### config.mk
export PLATFORM = sky130hd
export DESIGN_NAME = fpu_seq
export DESIGN_NICKNAME = d
export VERILOG_FILES = /design/src/rtl/fpu_seq.sv
export SDC_FILE = /design/constraint.sdc
export NUM_CORES = 1
export LEC_CHECK = 0
export CAP_MARGIN = 10
export CORE_UTILIZATION = 43
export CTS_CLUSTER_DIAMETER = 80
export DETAILED_ROUTE_END_ITERATION = 12
export GPL_TIMING_DRIVEN = 0
export HOLD_SLACK_MARGIN = 0.03
export PLACE_DENSITY = 0.91
export SYNTH_ARGS = -nofsm -noshare
export SYNTH_HDL_FRONTEND = slang
export SYNTH_SLANG_ARGS = --single-unit
### constraint.sdc
create_clock -name i_clk -period 3.6 [get_ports i_clk]
set_input_delay 0.72 -clock i_clk [delete_from_list [all_inputs] [get_ports i_clk]]
set_output_delay 0.72 -clock i_clk [all_outputs]
set_load 0.02 [all_outputs]
### src/rtl/fpu_seq.sv
// fpu_seq: multi-cycle sequencer between the execute stage and the external
// floating-point add/mul/div/sqrt units. One operation is in flight at a time.
// Operands are registered and driven to the units. The selected unit result is
// captured after a per-op latency and reported with a one-cycle ready pulse.
// Sign injection and compares are evaluated locally with a latency of one.
module fpu_seq #(
  parameter int W        = 32,
  parameter int EW       = 8,
  parameter int LAT_ADD  = 2,
  parameter int LAT_MUL  = 2,
  parameter int LAT_DIV  = 8,
  parameter int LAT_SQRT = 8
) (
  input  logic         i_clk,
  input  logic         i_rst,
  input  logic [3:0]   i_ctl,
  input  logic [W-1:0] i_x1,
  input  logic [W-1:0] i_x2,
  output logic         o_busy,
  output logic         o_ready,
  output logic [W-1:0] o_y,
  output logic [W-1:0] o_u_x1,
  output logic [W-1:0] o_u_x2,
  input  logic [W-1:0] i_fadd_y,
  input  logic [W-1:0] i_fmul_y,
  input  logic [W-1:0] i_fdiv_y,
  input  logic [W-1:0] i_fsqrt_y
);

  localparam int MW      = W - 1 - EW;
  localparam int LAT_AM  = (LAT_ADD > LAT_MUL) ? LAT_ADD : LAT_MUL;
  localparam int LAT_DS  = (LAT_DIV > LAT_SQRT) ? LAT_DIV : LAT_SQRT;
  localparam int LAT_MAX = (LAT_AM > LAT_DS) ? LAT_AM : LAT_DS;
  localparam int CW      = $clog2(LAT_MAX + 1);

  typedef enum logic [3:0] {
    OP_NONE   = 4'd0,
    OP_FADD   = 4'd1,
    OP_FSUB   = 4'd2,
    OP_FMUL   = 4'd3,
    OP_FDIV   = 4'd4,
    OP_FSQRT  = 4'd5,
    OP_FSGNJ  = 4'd6,
    OP_FSGNJN = 4'd7,
    OP_FSGNJX = 4'd8,
    OP_FEQ    = 4'd9,
    OP_FLT    = 4'd10,
    OP_FLE    = 4'd11
  } opcode_t;

  typedef enum logic {
    S_IDLE = 1'b0,
    S_BUSY = 1'b1
  } state_t;

  state_t         r_state;
  state_t         w_nextState;
  opcode_t        r_op;
  opcode_t        w_ctlOp;
  logic [CW-1:0]  r_count;
  logic [CW-1:0]  w_issueLat;
  logic [W-1:0]   r_ux1;
  logic [W-1:0]   r_ux2;
  logic [W-1:0]   r_y;
  logic           r_ready;
  logic           w_legal;
  logic           w_issue;
  logic           w_done;
  logic [W-1:0]   w_result;

  logic           w_sign1;
  logic           w_sign2;
  logic [EW-1:0]  w_exp1;
  logic [EW-1:0]  w_exp2;
  logic [MW-1:0]  w_man1;
  logic [MW-1:0]  w_man2;
  logic [W-2:0]   w_mag1;
  logic [W-2:0]   w_mag2;
  logic           w_anyNan;
  logic           w_bothZero;
  logic           w_eq;
  logic           w_lt;
  logic           w_le;

  assign w_ctlOp = opcode_t'(i_ctl);
  assign w_legal = (i_ctl >= 4'd1) && (i_ctl <= 4'd11);
  assign w_issue = (r_state == S_IDLE) && w_legal;
  assign w_done  = (r_state == S_BUSY) && (r_count == CW'(1));

  assign o_busy  = (r_state == S_BUSY);
  assign o_ready = r_ready;
  assign o_y     = r_y;
  assign o_u_x1  = r_ux1;
  assign o_u_x2  = r_ux2;

  // Latency to load into the countdown when an op is accepted
  always_comb begin
    w_issueLat = CW'(1);
    case (w_ctlOp)
      OP_FADD, OP_FSUB: w_issueLat = CW'(LAT_ADD);
      OP_FMUL:          w_issueLat = CW'(LAT_MUL);
      OP_FDIV:          w_issueLat = CW'(LAT_DIV);
      OP_FSQRT:         w_issueLat = CW'(LAT_SQRT);
      default:          w_issueLat = CW'(1);
    endcase
  end

  // State register; reset drops any op in flight
  always_ff @(posedge i_clk) begin
    if (i_rst) r_state <= S_IDLE;
    else       r_state <= w_nextState;
  end

  // Next state: accept a legal op when idle, return to idle on the final count
  always_comb begin
    w_nextState = r_state;
    case (r_state)
      S_IDLE:  if (w_issue) w_nextState = S_BUSY;
      S_BUSY:  if (w_done)  w_nextState = S_IDLE;
      default: w_nextState = S_IDLE;
    endcase
  end

  // Operand capture, latency countdown, result capture and ready pulse
  always_ff @(posedge i_clk) begin
    if (i_rst) begin
      r_op    <= OP_NONE;
      r_count <= '0;
      r_ux1   <= '0;
      r_ux2   <= '0;
      r_y     <= '0;
      r_ready <= 1'b0;
    end else begin
      r_ready <= 1'b0;
      if (w_issue) begin
        r_op    <= w_ctlOp;
        r_count <= w_issueLat;
        r_ux1   <= i_x1;
        r_ux2   <= (w_ctlOp == OP_FSUB) ? {~i_x2[W-1], i_x2[W-2:0]} : i_x2;
      end else if (r_state == S_BUSY) begin
        r_count <= r_count - CW'(1);
        if (w_done) begin
          r_y     <= w_result;
          r_ready <= 1'b1;
        end
      end
    end
  end

  assign w_sign1 = r_ux1[W-1];
  assign w_sign2 = r_ux2[W-1];
  assign w_exp1  = r_ux1[W-2 -: EW];
  assign w_exp2  = r_ux2[W-2 -: EW];
  assign w_man1  = r_ux1[MW-1:0];
  assign w_man2  = r_ux2[MW-1:0];
  assign w_mag1  = r_ux1[W-2:0];
  assign w_mag2  = r_ux2[W-2:0];

  // Compare flags: NaN forces false, signed zeros are equal, else sign-magnitude order
  always_comb begin
    w_anyNan   = ((&w_exp1) && (|w_man1)) || ((&w_exp2) && (|w_man2));
    w_bothZero = (w_mag1 == '0) && (w_mag2 == '0);
    w_eq       = !w_anyNan && (w_bothZero || (r_ux1 == r_ux2));
    w_lt       = 1'b0;
    if (!w_anyNan && !w_bothZero) begin
      if (w_sign1 != w_sign2) w_lt = w_sign1;
      else if (!w_sign1)      w_lt = (w_mag1 < w_mag2);
      else                    w_lt = (w_mag1 > w_mag2);
    end
    w_le = w_lt || w_eq;
  end

  // Result select for the op in flight: unit outputs or local sign/compare logic
  always_comb begin
    w_result = '0;
    case (r_op)
      OP_FADD, OP_FSUB: w_result = i_fadd_y;
      OP_FMUL:          w_result = i_fmul_y;
      OP_FDIV:          w_result = i_fdiv_y;
      OP_FSQRT:         w_result = i_fsqrt_y;
      OP_FSGNJ:         w_result = {w_sign2, w_mag1};
      OP_FSGNJN:        w_result = {~w_sign2, w_mag1};
      OP_FSGNJX:        w_result = {w_sign1 ^ w_sign2, w_mag1};
      OP_FEQ:           w_result = {{(W-1){1'b0}}, w_eq};
      OP_FLT:           w_result = {{(W-1){1'b0}}, w_lt};
      OP_FLE:           w_result = {{(W-1){1'b0}}, w_le};
      default:          w_result = '0;
    endcase
  end

endmodule
==> impl_metrics.yaml <==
status:
  status: "finished, final reports clean"
grt:
  met1_usage_pct: 38.4
  grt_max_degree: 18
  use_met3_pct: 6.80
  grt_pass1_vias: 6382
  grt_overflow_total: 0
  antenna_found_initial: 1
  grt_use_total_pct: 32.5
  met2_usage_pct: 56.0
  grt_pass1_wl_um: 33300
  top_usage_layer: "met2"
finish:
  num-fill-cells: 967
  stdcell_count: 1215
  post-route-util_pct: 72.1
  final_cell_mix: "294 x clkdlybuf4s50_1, 178 x nand2_1, 106 x dfxtp_1"
  area_growth_pct: 61.6
  finalNetCount: 1272
  mostFrequentLayoutCell: "clkdlybuf4s50_1"
  layout-drive-gt1-share_pct: 3.64
  antenna_cells_inserted: 0
route:
  drtPass1Iterations: 7
  ant_nets: 0
  drc: 0
  wire_per_inst_um: 18.7
  vias_per_cell: 5.60
  drtIter0Drc: 449
  vias: 6808
  wl_um: 22700
clocking:
  cts_sinks: 106
  cts_tree: "done"
  clk_pin_slew_worst_paths_ps: 70
  cts-hold-fix-buffers: 0
  ctsResizeCount: 0
  clk_latency_ps: 350
  cts_buffers: 9
  postCtsSetupBuffers: 0
  cts-htree-levels: 3
  clock_path_buffers: 2
  cts_root_buf: "clkbuf_16"
hold_path:
  worstHoldPathType: "flip-flop to flip-flop"
timing:
  hold_violations: 0
  setup_tns_ps: 0
  setup_viol: 0
  fmax_ghz: 0.395
  setup_slack_ps: 1070
  fin_skew_ps: 4.96
  drv_slew: 0
  tightestPinTransition_ps: 776
  fin_crit_sh_pct: 70.3
  rsz0062_at_grt: "no"
  slew_headroom_pct: 48.1
  post-route-min-period_ps: 2530
yosys:
  syn_area_um2: 5700
  synth.avg_cell_area_um2: 7.77
  syn_inst: 733
  yosys.cell_types.count: 50
  syn-num-nets: 967
  ys_seq_area_share_pct: 37.3
  synth_ff_type: "dfxtp_1"
  synth_edf_count: 0
  ys_warn_count: 0
  synth.ff_latch_count: 106
  async_flop_share_pct: 0
pwr:
  total_power_mw: 3.48
  p_leak_nw: 3.48
  peakVddDrop_mv: 0.242
  powerDensity_nw_per_um2: 378
critical_path:
  crit_path_max_fanout: 10
  path_class: "input pin to flip-flop"
  critPathCaptureType: "flip-flop"
  cp.required_ps: 3880
  crit_arrival_ps: 2810
  cp-start-kind: "input pin"
placed_design:
  placed_cells: 1199
  place_hpwl_um: 17900
  post-place-ws_ps: 768
  port_buffers: 294
  gp_congestion: 0.958
floorplan:
  dieArea_um2: 13700
  die_w_um: 117
  initial_utilization_pct: 44.6
  io_pins: 296
  die_h_um: 117
  rows: 41
  core_um2: 12800
run:
  maxCapViolCount: 0
==> cells in the mapped netlist (2+ instances only) <==
master,n,area (um^2)
nor3_1,10,50.1
nand3b_1,3,22.5
inv_1,40,150
a22o_1,33,289
buf_2,11,55.1
xor2_1,2,17.5
a22oi_1,62,465
and3_1,2,12.5
mux2i_1,2,20.0
a221oi_1,3,26.3
clkbuf_1,36,135
nor2b_1,4,25.0
and4_1,3,26.3
nand4_1,9,56.3
a211oi_1,6,45.0
nand3_2,2,20.0
a31oi_1,3,18.8
a21oi_1,80,400
nand3_1,38,190
nor2_1,13,48.8
nand2_1,178,668
dfxtp_1,106,2120
nor4_1,13,81.3
xnor2_1,2,17.5
o21ai_0,11,55.1
ha_1,36,450
nor4_2,2,25.0
==> flip-flops by register name, indices dropped and copies added, names as in the netlist <==
name / cells
r_count: 4
o_ready: 1
o_busy: 1
o_u_x1: 32
o_u_x2: 32
r_op: 4
o_y: 32
==> area by class of cell <==
type	instances	area, um^2	share of cell area [%]
Sequential cell	106	2120	23.0
Clock inverter	6	114	1.24
Multi-Input combinational cell	537	3220	35.0
Clock buffer	10	239	2.60
Buffer	49	201	2.19
Timing Repair Buffer	294	2940	32.0
Inverter	41	154	1.67
Tap cell	172	215	2.34
==> cell families after synthesis <==
| logic type | synth area share [%] |
|---|---|
| AND/OR/NAND/NOR | 22.9 |
| AO/OA/AOI/OAI | 24.6 |
| flip-flops | 37.3 |
| buffers and inverters | 6.24 |
| adder cells (fa/ha/maj) | 7.91 |
| XOR/XNOR | 0.615 |
| multiplexers | 0.549 |
==> routing by layer <==
layer	wire length (um)	vias to the layer above
li1	-	3227
met4	851	2
met2	11000	348
met3	1940	57
met1	8960	3174
met5	13	-
==> power breakdown <==
| part | internal (mW) | switching (mW) |
|---|---|---|
| Combinational | 0.492 | 0.485 |
| Clock | 0.700 | 0.458 |
| Sequential | 1.24 | 0.106 |
==> path summary, 6_finish.rpt <==
path	from	to	slack (ps)	cells after the start
worst min-delay path	r_op[3]$_SDFFE_PP0P_	r_op[3]$_SDFFE_PP0P_	480	2
worst max register to register	r_op[3]$_SDFFE_PP0P_	o_y[2]$_SDFFE_PP0P_	1180	8
worst max-delay path	i_ctl[3]	o_u_x2[23]$_SDFFE_PP0P_	1070	9
worst min register to register	r_op[3]$_SDFFE_PP0P_	r_op[3]$_SDFFE_PP0P_	480	2
==> stage by stage <==
step	hold WS (ps)	cell area, um^2
after global placement	461	8850
after floorplan	440	5700
after global routing	494	9210
after detailed placement	466	8850
after CTS	478	9210
final	478	9210
==> worst max-delay path: stages <==
cell and delay [ps]:
clkdlybuf4s50_1 570, inv_2 140, mux2i_1 280, nor2b_1 150, buf_2 210, buf_2 290
buf_4 240, nand2_1 90, a21oi_1 120
No activity file was read; power rests on OpenSTA's default activity.
==> patch 1: new RTL, config.mk and constraints unchanged <==
Reset style: asynchronous (`i_rst`), changed in 2 clocked blocks.
--- a/src/rtl/fpu_seq.sv
+++ b/src/rtl/fpu_seq.sv
@@ -108,3 +108,3 @@
   // State register; reset drops any op in flight
-  always_ff @(posedge i_clk) begin
+  always_ff @(posedge i_clk or posedge i_rst) begin
     if (i_rst) r_state <= S_IDLE;
@@ -124,3 +124,3 @@
   // Operand capture, latency countdown, result capture and ready pulse
-  always_ff @(posedge i_clk) begin
+  always_ff @(posedge i_clk or posedge i_rst) begin
     if (i_rst) begin
Behaviour: differs if i_rst is asserted again (counterexample within 4 cycles, from zero or initial values and one cycle with i_rst high); with i_rst held inactive, the same outputs for 10 cycles.
==> patch 1 against the original RTL <==
Design area up 6.5%. Sequential cell count is the same. Count of clock-buffer cells in the layout increased by 1. Synthesized cell count shrank 11%. Synthesized area up 11%. Routed wire length decreased by 2.5%. Worst setup slack improved by 0.12 ns.
Power is not compared: it rests on default switching activity, and its combinational part moved more than twofold at a synthesized area within 25%.
==> patch 1: results <==
set metrics [dict create \
    synth.distinct_cells 54 \
    gr-usage-all-layers_pct 29.77 \
    place_hpwl_um 17630 \
    fill_cells 1092 \
    yosysSeqAreaShare_pct 41.96 \
    r2r-start "o_u_x1[15]" \
    critPathCapture "o_u_x2[27]" \
    status "finished clean" \
    drive_gt1_share_pct 12.28 \
    mappedNetlistNets 884 \
    synthAdderAreaFrac_pct 7.124 \
    reg2reg_depth 6 \
    synth_xor_area_share_pct 0.9697 \
    reg2reg_to "o_y[0]" \
    clock_skew_ns 0.009441 \
    grt_antenna_before_repair 0 \
    wl_per_cell_um 19.43 \
    grt_pass1_vias 6308 \
    critical_path_arrival_ns 2.62 \
    tightestPinTransition_ns 0.7079 \
    r2r_slack_ns 1.20 \
    gp_congestion 0.9011 \
    yosys-top-cells-count "138 x nand2_1, 106 x dfrtp_1, 45 x o21ai_0" \
    grt_max_degree 72 \
    grt_pass1_wl_um 33800 \
    synth.area.top_cells "dfrtp_1 42%, nand2_1 8.2%, ha_1 7.1%" \
    firstDrtPassIters 5 \
    synth_compound_gate_area_share_pct 21.31 \
    synth_mux_area_share_pct 7.045 \
    async_flop_share_pct 100.0 \
    vias_per_cell 5.515 \
    nets 1190 \
]
patch 1: changes by cell type after synthesis, sizes merged, moves of 4 or more:
cell    change
clkbuf     -25
a22o       -32
nand3      -33
a21oi      -62
mux2       +31
dfxtp     -106
a221oi     +30
nand4       +5
o21ai      +65
a22oi      -29
nand2      -40
dfrtp     +106
a211oi      -4
buf        +16
patch 1: layer usage:
metal | vias to the layer above | GRT usage, % | part of all wire, %
li1 | 2964 | - | -
met5 | - | 0 | 0
met3 | 41 | 5.443 | 7.2
met2 | 311 | 50.03 | 49
met4 | 0 | 10.92 | 2.8
met1 | 2977 | 38.10 | 41
patch 1: layout make-up:
cell class	count	share of cell area (%)
Tap cell	180	2.298
Clock buffer	11	2.476
Timing Repair Buffer	295	30.30
Inverter	40	1.557
Buffer	40	2.617
Sequential cell	106	27.06
Multi-Input combinational cell	464	33.29
Clock inverter	5	0.3957
patch 1: metrics by stage:
stage	cells	setup WS [ns]	area (µm²)	power (W)
floorplan	650	0.09111	6322	0.005376
global placement	1124	-1.504	9490	0.007370
detailed placement	1125	0.8117	9520	0.007538
CTS	1141	1.176	9802	0.008519
global route	1141	1.027	9802	0.009095
finish	1141	1.191	9802	0.008510
patch 1: kinds of logic after synthesis:
kind of cell,after synthesis
xor+xnor,7
buf+inv,80
fa+ha+maj,36
flops,106
compound gates,178
mux,33
simple gates,210
patch 1: worst max-delay path, stage by stage:
cell and delay (ns):
clkdlybuf4s50_1 0.63, nor4_2 0.06, a21o_2 0.21, nor2_1 0.23, buf_6 0.20, clkbuf_1 0.38
o21ai_0 0.18
patch 1: worst min-delay path by stage:
stage	cells past startpoint	startpoint	slack (ns)	end
finish	2	o_y[1]	0.49	o_y[1]
global placement	2	o_y[31]	0.47	o_y[31]
CTS	2	o_y[21]	0.49	o_y[21]
global route	2	o_y[23]	0.51	o_y[23]
detailed placement	2	o_y[1]	0.47	o_y[1]
floorplan	2	r_op[2]	0.51	r_op[2]
patch 1: where the power goes:
group	switching (W)	internal, W	total, W
clock network	0.000464	0.000493	0.000957
logic	0.00257	0.00245	0.00502
registers	0.000760	0.00177	0.00253
==> patch 2: new RTL, same settings <==
Made on the original files. The parameter `LAT_SQRT` goes from 8 to 16.
--- a/src/rtl/fpu_seq.sv
+++ b/src/rtl/fpu_seq.sv
@@ -11,3 +11,3 @@
   parameter int LAT_DIV  = 8,
-  parameter int LAT_SQRT = 8
+  parameter int LAT_SQRT = 16
 ) (
Check against the original RTL: not equivalent (Yosys sat finds a counterexample within 10 cycles, from zero or initial values and one cycle with i_rst high).
==> patch 2 against the original RTL <==
Routed wire length increased by 2.5%. Fmax decreased by 11%. Design area increased by 0.14%. Via count increased by 1.9%. Synthesized area increased by 0.42%. Power increased by 0.27%. Combinational power about the same. Register-to-register slack got worse by 0.20 ns. Worst setup slack got worse by 0.33 ns. Sequential cell count increased by 1. Utilization increased by 0.098 points.
==> patch 2: results <==
set metrics [dict create \
    drt_iter0_drc 563 \
    routed-wl-met2_um 11050 \
    vias_per_cell 5.629 \
    gr-usage-all-layers_pct 32.97 \
    grtUsageMet3_pct 5.788 \
    critical_path_arrival_ns 3.14 \
    mappedNetlistNets 985 \
    critPathLaunchType "input pin" \
    r2r_slack_ns 0.98 \
    p_leak_nw 3.484 \
    seqCellArea_mm2 0.002142 \
    grt_use_met2_pct 55.44 \
    yosysSeqAreaShare_pct 37.45 \
    fill_cells 968 \
    pre_cts_ws_ns 0.4235 \
    synth.area.top_cells "dfxtp_1 37%, nand2_1 12%, a22oi_1 8.1%" \
    drive_gt1_share_pct 2.642 \
    post_cts_resized 0 \
    reg2reg_to "o_y[0]" \
    place.port_buffers 293 \
    critPathMaxStageDelay_ns 0.48 \
    min-delay-start "r_count[3]" \
    drt_wl_total_um 23300 \
    status "finished clean" \
    place_hpwl_um 18330 \
    crit_fanout 10 \
    worst_hold_slack_ns 0.4810 \
    critPathLaunch "i_ctl[2]" \
    highest_layer "met4" \
    tightestPinTransition_ns 0.5674 \
    wl_met3_um 1760 \
    grt_pass1_vias 6434 \
    grt_antenna_before_repair 0 \
    postPlaceCellArea_mm2 0.008867 \
    firstDrtPassIters 6 \
    met1_usage_pct 40.38 \
    r2r-start "o_u_x1[21]" \
    wl_met1_um 9488 \
    synth_cells 751 \
    hold_path_end "r_count[3]" \
    slowest_stage "clkbuf_1" \
    internal_power_w 0.002439 \
    yosys-top-cells-count "181 x nand2_1, 107 x dfxtp_1, 86 x a21oi_1" \
    gp_congestion 0.9417 \
]
patch 2: cell types whose count changed after synthesis, sizes merged, moves of 3 or more:
cell,unedited run,this run
o21ai,12,15
nor2,13,20
nand3,40,37
nand2,178,181
a21oi,80,88
and4,3,0
clkbuf,36,48
nand4,10,13
buf,13,6
nor3,10,14
a221oi,4,0
patch 2: cell families after synthesis:
| kind of cell | synth area share (%) |
|---|---|
| AND/OR/NAND/NOR | 22.73 |
| AO/OA/AOI/OAI | 24.81 |
| flip-flops | 37.45 |
| buffers and inverters | 6.344 |
| adder cells (fa/ha/maj) | 7.876 |
| XOR/XNOR | 0.6125 |
| multiplexers | 0.1750 |
patch 2: power groups by stage:
stage          combinational, W  sequential (W)  clock [W]
2_1_floorplan          0.000427         0.00142          0
4_1_cts                0.000969         0.00135    0.00116
5_1_grt                 0.00105         0.00137    0.00121
3_3_place_gp           0.000938         0.00138          0
6_report               0.000974         0.00136    0.00116
3_5_place_dp           0.000962         0.00138          0
patch 2: cell type report:
| cell class | instances | area share (%) |
|---|---|---|
| Clock buffer | 10 | 2.592 |
| Multi-Input combinational cell | 551 | 34.87 |
| Tap cell | 172 | 2.334 |
| Timing Repair Buffer | 293 | 31.81 |
| Sequential cell | 107 | 23.24 |
| Inverter | 39 | 1.588 |
| Clock inverter | 6 | 1.221 |
| Buffer | 54 | 2.348 |
patch 2: worst max-delay path by stage:
stage | endpoint | slack [ns] | cells past startpoint
3_5_place_dp | o_u_x2[25] | 0.42 | 10
5_1_grt | o_u_x2[24] | 0.48 | 9
2_1_floorplan | o_y[0] | 1.19 | 9
6_report | o_u_x2[15] | 0.74 | 9
3_3_place_gp | o_u_x2[24] | 0.48 | 10
4_1_cts | o_u_x2[15] | 0.77 | 9
